===== src/rtl/bird_pkg.sv =====
// Shared definitions for the bird control FSM and its datapath:
// control state codes, redraw sequencer encoding and screen geometry.
package bird_pkg;

  localparam logic [2:0] B_START   = 3'b010;
  localparam logic [2:0] B_RAISING = 3'b110;
  localparam logic [2:0] B_FALLING = 3'b011;
  localparam logic [2:0] B_STOP    = 3'b001;
  localparam logic [2:0] B_DRAW    = 3'b111;

  typedef enum logic [2:0] {
    S_IDLE  = 3'd0,
    S_ERASE = 3'd1,
    S_MOVE  = 3'd2,
    S_DRAW  = 3'd3,
    S_DONE  = 3'd4
  } seq_t;

  localparam int SCREEN_W = 160;
  localparam int SCREEN_H = 120;

endpackage


===== src/rtl/bird_datapath_sprite_raster.sv =====
// Steps a W x H pixel box one pixel per cycle from a latched origin;
// cx is the inner loop. Used for both erase and redraw passes.
module sprite_raster #(
  parameter int W = 4,
  parameter int H = 4
) (
  input  logic       clk,
  input  logic       resetn,
  input  logic       i_start,
  input  logic [7:0] i_x0,
  input  logic [6:0] i_y0,
  input  logic [2:0] i_colour,
  output logic       o_plot,
  output logic [7:0] o_x,
  output logic [6:0] o_y,
  output logic [2:0] o_colour,
  output logic       o_last
);

  localparam int CXW = (W > 1) ? $clog2(W) : 1;
  localparam int CYW = (H > 1) ? $clog2(H) : 1;

  logic           r_plot;
  logic [CXW-1:0] r_cx;
  logic [CYW-1:0] r_cy;
  logic [7:0]     r_x0;
  logic [6:0]     r_y0;
  logic [2:0]     r_colour;

  always_ff @(posedge clk) begin
    if (!resetn) begin
      r_plot   <= 1'b0;
      r_cx     <= '0;
      r_cy     <= '0;
      r_x0     <= '0;
      r_y0     <= '0;
      r_colour <= '0;
    end else if (i_start) begin
      r_plot   <= 1'b1;
      r_cx     <= '0;
      r_cy     <= '0;
      r_x0     <= i_x0;
      r_y0     <= i_y0;
      r_colour <= i_colour;
    end else if (r_plot) begin
      if (r_cx == CXW'(W - 1)) begin
        r_cx <= '0;
        if (r_cy == CYW'(H - 1)) r_plot <= 1'b0;
        else                     r_cy   <= r_cy + 1'b1;
      end else begin
        r_cx <= r_cx + 1'b1;
      end
    end
  end

  assign o_plot   = r_plot;
  assign o_x      = r_x0 + 8'(r_cx);
  assign o_y      = r_y0 + 7'(r_cy);
  assign o_colour = r_colour;
  assign o_last   = r_plot && (r_cx == CXW'(W - 1)) && (r_cy == CYW'(H - 1));

endmodule


===== src/rtl/bird_datapath.sv =====
// Bird position / rise counter datapath: per frame tick it erases the
// sprite, applies motion for the latched control state, and redraws it.
module bird_datapath
  import bird_pkg::*;
#(
  parameter int         X_POS       = 40,
  parameter int         BIRD_W      = 4,
  parameter int         BIRD_H      = 4,
  parameter int         START_Y     = 56,
  parameter int         TOP_Y       = 4,
  parameter int         GROUND_Y    = 112,
  parameter int         RISE_STEP   = 2,
  parameter int         FALL_STEP   = 1,
  parameter int         RISE_FRAMES = 6,
  parameter logic [2:0] BIRD_COL    = 3'b110,
  parameter logic [2:0] BG_COL      = 3'b000
) (
  input  logic       clk,
  input  logic       resetn,
  input  logic [2:0] i_state,
  input  logic       i_press_key,
  input  logic       i_pipe_hit,
  input  logic       i_frame_tick,
  output logic       o_flag,
  output logic       o_touched,
  output logic       o_plot,
  output logic [7:0] o_x,
  output logic [6:0] o_y,
  output logic [2:0] o_colour,
  output logic       o_busy,
  output logic       o_frame_done,
  output logic [2:0] o_seq_state
);

  localparam int RCW = $clog2(RISE_FRAMES + 1);

  seq_t           r_seq;
  seq_t           w_seq_nxt;
  logic [2:0]     r_mstate;
  logic [6:0]     r_bird_y;
  logic [RCW-1:0] r_rise_cnt;
  logic           r_touched;
  logic           r_key_prev;

  logic [6:0] w_new_y;
  logic [7:0] w_y8;
  logic       w_ground_hit;
  logic       w_key_edge;
  logic       w_start;
  logic [6:0] w_org_y;
  logic [2:0] w_col;
  logic       w_last;
  logic       w_in_move;

  assign w_y8       = {1'b0, r_bird_y};
  assign w_key_edge = i_press_key & ~r_key_prev;
  assign w_in_move  = (r_seq == S_MOVE);

  // Motion is evaluated in 8 bits so saturation checks never wrap.
  always_comb begin
    w_new_y = r_bird_y;
    case (r_mstate)
      B_RAISING:
        if (w_y8 >= 8'(TOP_Y + RISE_STEP)) w_new_y = r_bird_y - 7'(RISE_STEP);
        else                                w_new_y = 7'(TOP_Y);
      B_FALLING:
        if (w_y8 + 8'(FALL_STEP) >= 8'(GROUND_Y - BIRD_H)) w_new_y = 7'(GROUND_Y - BIRD_H);
        else                                                 w_new_y = r_bird_y + 7'(FALL_STEP);
      B_START: w_new_y = 7'(START_Y);
      default: w_new_y = r_bird_y;
    endcase
  end

  assign w_ground_hit = ({1'b0, w_new_y} + 8'(BIRD_H)) >= 8'(GROUND_Y);

  always_comb begin
    w_seq_nxt = r_seq;
    w_start   = 1'b0;
    w_org_y   = r_bird_y;
    w_col     = BG_COL;
    case (r_seq)
      S_IDLE:
        if (i_frame_tick) begin
          w_seq_nxt = S_ERASE;
          w_start   = 1'b1;
        end
      S_ERASE: if (w_last) w_seq_nxt = S_MOVE;
      S_MOVE: begin
        // Redraw starts from the freshly computed position.
        w_seq_nxt = S_DRAW;
        w_start   = 1'b1;
        w_org_y   = w_new_y;
        w_col     = BIRD_COL;
      end
      S_DRAW:  if (w_last) w_seq_nxt = S_DONE;
      S_DONE:  w_seq_nxt = S_IDLE;
      default: w_seq_nxt = S_IDLE;
    endcase
  end

  always_ff @(posedge clk) begin
    if (!resetn) begin
      r_seq      <= S_IDLE;
      r_mstate   <= 3'b000;
      r_bird_y   <= 7'(START_Y);
      r_rise_cnt <= '0;
      r_touched  <= 1'b0;
      r_key_prev <= 1'b0;
    end else begin
      r_seq      <= w_seq_nxt;
      r_key_prev <= i_press_key;
      if (r_seq == S_IDLE && i_frame_tick) r_mstate <= i_state;
      if (w_in_move) r_bird_y <= w_new_y;

      if (w_key_edge && i_state != B_STOP)
        r_rise_cnt <= RCW'(RISE_FRAMES);
      else if (w_in_move && r_mstate == B_RAISING && r_rise_cnt != '0)
        r_rise_cnt <= r_rise_cnt - 1'b1;
      else if (w_in_move && r_mstate == B_START)
        r_rise_cnt <= '0;

      if (w_in_move && r_mstate == B_START)
        r_touched <= 1'b0;
      else if ((w_in_move && w_ground_hit) ||
               (i_pipe_hit && (r_mstate == B_RAISING || r_mstate == B_FALLING)))
        r_touched <= 1'b1;
    end
  end

  sprite_raster #(.W(BIRD_W), .H(BIRD_H)) u_raster (
    .clk      (clk),
    .resetn   (resetn),
    .i_start  (w_start),
    .i_x0     (8'(X_POS)),
    .i_y0     (w_org_y),
    .i_colour (w_col),
    .o_plot   (o_plot),
    .o_x      (o_x),
    .o_y      (o_y),
    .o_colour (o_colour),
    .o_last   (w_last)
  );

  assign o_flag       = (r_rise_cnt != '0) && (w_y8 > 8'(TOP_Y));
  assign o_touched    = r_touched;
  assign o_busy       = (r_seq == S_ERASE) || (r_seq == S_MOVE) || (r_seq == S_DRAW);
  assign o_frame_done = (r_seq == S_DONE);
  assign o_seq_state  = r_seq;

endmodule

===== config.mk =====
export PLATFORM = sky130hd
export DESIGN_NAME = bird_datapath
export DESIGN_NICKNAME = d
export VERILOG_FILES = /design/src/rtl/bird_pkg.sv /design/src/rtl/bird_datapath_sprite_raster.sv /design/src/rtl/bird_datapath.sv
export SDC_FILE = /design/constraint.sdc
export NUM_CORES = 1
export LEC_CHECK = 0
export ABC_AREA = 0
export BUFFER_PORTS_ARGS = -buffer_cell sky130_fd_sc_hd__buf_4
export CORE_UTILIZATION = 52
export CTS_BUF_LIST = sky130_fd_sc_hd__clkbuf_16
export DETAILED_ROUTE_END_ITERATION = 16
export PLACE_DENSITY = 0.77
export SKIP_CTS_REPAIR_TIMING = 1
export SYNTH_ARGS = -nofsm -noshare
export SYNTH_HDL_FRONTEND = slang
export SYNTH_SLANG_ARGS = --single-unit

===== constraint.sdc =====
create_clock -name clk -period 2.2 [get_ports clk]
set_clock_uncertainty 0.05 [all_clocks]
set_input_delay 0.11 -clock clk [delete_from_list [all_inputs] [get_ports clk]]
set_output_delay 0.11 -clock clk [all_outputs]
set_load 0.05 [all_outputs]

==> impl_metrics.csv <==
group,metric,value,unit
die,floorplan.die_area,4618,um^2
synthesis,synth_cell_types,59,
synthesis,async_flop_share,0,%
finish,drive_above_1_share,26.71,%
setup_path,worst-path-max-fanout,4,
placed_design,dp_hpwl,4.344,mm
outcome,run_status,"finished clean",
clock_network,htree_num_levels,2,
clock_network,worst_setup_hold_path_clk_slew,0.05,ns
finish,post_layout_nonfiller_instances,387,
setup_path,criticalPathCategory,"flip-flop to flip-flop",
grt,grt_start_max_net_pins,17,
drt,detail_route.wirelength,5.932,mm
power,leakage_power_total,1.208,nW
power,internal-power,1.086,mW
placed_design,placedCellCount,379,
grt,grt_first_pass_wirelength,9.121,mm
drt,drt-initial-drc-count,166,
finish,nets,357,
synthesis,yosys.area_share.simple,25.11,%
timing,hold_viol,0,
drt,post_drt_wl_per_cell,15.33,um
power,cell_pwr_density,521.2,nW/um^2
drt,dr_total_vias,2302,
placed_design,dp_slack,-0.009708,ns
grt,grt.total_usage,26.81,%
synthesis,synthesis_stage_register_bit_count,32,
drt,detail_route.drc_violations,0,
drt,postRouteAntennaNets,0,
setup_path,critPathLaunchType,"flip-flop",
grt,gr-total-overflow,0,
synthesis,yosysWarningCount,0,
timing,fmax_achieved,461.0,MHz
timing,fin_crit,2.169,ns
power,total_power,1.503,mW
clock_network,cts_tree,"done",
die,floorplan.die.width,67.96,um
power,vdd_drop_max,459.9,uV
timing,grt_setup_unrepaired,"true",
synthesis,synth.top_cell.area_share,28.32,%
timing,max-slew-margin-rel,59.78,%
setup_path,crit_required,2.34,ns
run,cap_viol_max_count,0,
clock_network,cts.path.max_buffers,2,
synthesis,post-synth-top-count-cell,"sky130_fd_sc_hd__dfxtp_1",
die,fp-row-count,23,
placed_design,place_congestion,0.9314,
finish,final_design_area_no_fill,2884,um^2
synthesis,number_of_flops_mapped_to_enable_cells_by_yosys,0,
setup_path,data_arrival_time_of_the_critical_path,2.31,ns
timing,timing.final.crit_share,98.60,%
placed_design,postPlaceCellArea,2681,um^2
grt,first_global_vias,1981,
power,switchingPower,0.4168,mW
synthesis,synth.cell_area,2262,um^2
finish,syn2layout_area_growth,27.49,%
power,pwr-share-clk,41.8,%
timing,worstMarginPinSlew,0.6020,ns
synthesis,post_synth_xor_area_fraction,4.259,%
synthesis,ys_top_cells_by_area,"sky130_fd_sc_hd__dfxtp_1, sky130_fd_sc_hd__ha_1, sky130_fd_sc_hd__a21oi_1, sky130_fd_sc_hd__nor2_1, sky130_fd_sc_hd__nand2_1",
synthesis,ys_seq_area_share,28.32,%
grt,antenna_found_initial,0,
synthesis,proportion_of_synthesized_area_in_mux_cells,1.327,%
synthesis,yosys-top-cells-count,"sky130_fd_sc_hd__dfxtp_1, sky130_fd_sc_hd__nor2_1, sky130_fd_sc_hd__a21oi_1, sky130_fd_sc_hd__nand2_1, sky130_fd_sc_hd__inv_1",
timing,timing.final.max_slew_violations,0,
finish,insertedDiodeCount,0,
worst_hold_path,hold_class,"input port to flip-flop",
synthesis,main_combinational_cell_family_by_area_after_synthesis,"compound AO/OA/AOI/OAI gates",
clock_network,num_clock_sinks,32,
synthesis,average_instance_area_after_synthesis,7.882,um^2
drt,detail_route.first_pass.iterations,4,
power,power_frac_seq,41.9,%
die,ioPinCount,34,
placed_design,io_buffers,28,
clock_network,cts_root_buf,"sky130_fd_sc_hd__clkbuf_16",
synthesis,postSynthCellCount,287,
die,start_util,55.36,%
timing,worst_slack,0.03076,ns
synthesis,post_synth_fa_ha_maj_area_fraction,6.969,%
clock_network,worst_skew_pair.late_latency,0.28,ns
synthesis,synth_flop_cell,"sky130_fd_sc_hd__dfxtp_1",
die,die_height,67.96,um
synthesis,synth_compound_gate_area_share,25.39,%
die,core-area,4086,um^2
timing,tns,0,ns
power,fraction_of_power_consumed_by_combinational_cells,16.3,%
finish,filler_cell_count_in_the_final_layout,342,
synthesis,synth.largest_area_cell,"sky130_fd_sc_hd__dfxtp_1",
setup_path,endpoint_kind,"flip-flop",
clock_network,cts_buffers,5,
timing,setup_viol,0,
power,switching_share,27.73,%
drt,via_per_inst,5.948,
sequential cells by signal, summed over array words and instances (netlist names):
register / flops
u_raster.o_colour: 1
u_raster.r_y0: 7
r_bird_y: 7
u_raster.r_x0: 1
o_touched: 1
r_key_prev: 1
o_seq_state: 3
u_raster.r_cx: 2
r_rise_cnt: 3
u_raster.o_plot: 1
u_raster.r_cy: 2
r_mstate: 3
final cells by class:
class	instances	area [um^2]	share of cell area [%]
flip-flops and latches	32	643.1	22.30
clock inverters	2	7.507	0.2603
repair buffers	62	469.2	16.27
well taps	50	62.56	2.169
clock buffers	5	125.1	4.338
inverters	17	63.81	2.213
multi-input cells	219	1513	52.45
cells in the final DEF (no fill, tap or decap), types with 3 or more instances in the layout:
| cell type | instances |
|---|---|
| sky130_fd_sc_hd__buf_4 | 61 |
| sky130_fd_sc_hd__dfxtp_1 | 30 |
| sky130_fd_sc_hd__nor2_1 | 25 |
| sky130_fd_sc_hd__nand2_1 | 23 |
| sky130_fd_sc_hd__a21oi_1 | 22 |
| sky130_fd_sc_hd__inv_1 | 17 |
| sky130_fd_sc_hd__o21ai_0 | 14 |
| sky130_fd_sc_hd__nor3_1 | 11 |
| sky130_fd_sc_hd__ha_1 | 9 |
| sky130_fd_sc_hd__a21o_1 | 7 |
| sky130_fd_sc_hd__xnor2_1 | 7 |
| sky130_fd_sc_hd__a31oi_1 | 7 |
| sky130_fd_sc_hd__nand4_1 | 5 |
| sky130_fd_sc_hd__nand3_1 | 5 |
| sky130_fd_sc_hd__conb_1 | 5 |
| sky130_fd_sc_hd__clkbuf_16 | 5 |
| sky130_fd_sc_hd__nand2b_1 | 4 |
| sky130_fd_sc_hd__nand3b_1 | 4 |
| sky130_fd_sc_hd__and2_1 | 4 |
| sky130_fd_sc_hd__xor2_1 | 3 |
| sky130_fd_sc_hd__nor2b_1 | 3 |
| sky130_fd_sc_hd__nor4_1 | 3 |
| sky130_fd_sc_hd__o21a_1 | 3 |
| sky130_fd_sc_hd__o32ai_1 | 3 |
| sky130_fd_sc_hd__mux2i_1 | 3 |
| sky130_fd_sc_hd__nor3b_1 | 3 |
critical path, cell delays in order (launching register included):
cell                        delay (ns)
sky130_fd_sc_hd__dfxtp_2          0.33
sky130_fd_sc_hd__ha_1             0.19
sky130_fd_sc_hd__buf_4            0.14
sky130_fd_sc_hd__buf_4            0.12
sky130_fd_sc_hd__and3b_1          0.20
sky130_fd_sc_hd__a2bb2oi_4        0.19
sky130_fd_sc_hd__a311oi_4         0.33
sky130_fd_sc_hd__o32ai_2          0.14
sky130_fd_sc_hd__buf_4            0.16
sky130_fd_sc_hd__o32ai_2          0.22
layer usage:
| layer | share of wire [%] | vias to the layer above | track usage [%] |
|---|---|---|---|
| met1 | 42 | 1079 | 35.43 |
| met5 | 0 | - | 0 |
| li1 | - | 1119 | - |
| met4 | 2.3 | 0 | 11.72 |
| met2 | 48 | 89 | 41.67 |
| met3 | 7.2 | 15 | 5.667 |
per-stage QoR:
| stage | util [%] | hold slack, ns |
|---|---|---|
| 2_1_floorplan | - | 0.1817 |
| 3_3_place_gp | 65.62 | 0.2716 |
| 5_1_grt | 70.58 | 0.01267 |
| 6_report | 70.58 | 0.003541 |
| 4_1_cts | 68.86 | 0.006543 |
| 3_5_place_dp | 65.62 | 0.2829 |
power by group through the flow:
stage                     Sequential (mW)  Combinational (mW)  Clock [mW]
after floorplan                     0.654               0.168           0
after global placement              0.640               0.239           0
after detailed placement            0.640               0.242           0
after CTS                           0.629               0.243       0.635
after global routing                0.632               0.263       0.661
final                               0.630               0.245       0.628
worst paths after layout:
check,slack (ns),startpoint,endpoint,cells after the start
min reg2reg,0.46,u_raster.o_colour[1]$_SDFFE_PN0P_,u_raster.o_colour[1]$_SDFFE_PN0P_,2
max,0.03,r_bird_y[1]$_SDFF_PN0_,u_raster.r_y0[2]$_SDFFE_PN0P_,9
max reg2reg,0.03,r_bird_y[1]$_SDFF_PN0_,u_raster.r_y0[2]$_SDFFE_PN0P_,9
min,0.004,i_press_key,r_key_prev$_SDFF_PN0_,2
cells by family after synthesis:
group	count (synthesis)
muxes	3
AOI/OAI and AO/OA	83
buffers and inverters	40
other	1
and+or+nand+nor	105
xor gates and xnor gates	11
adders and majority gates	12
DFF	32
Power figures use the tool's default switching activity.
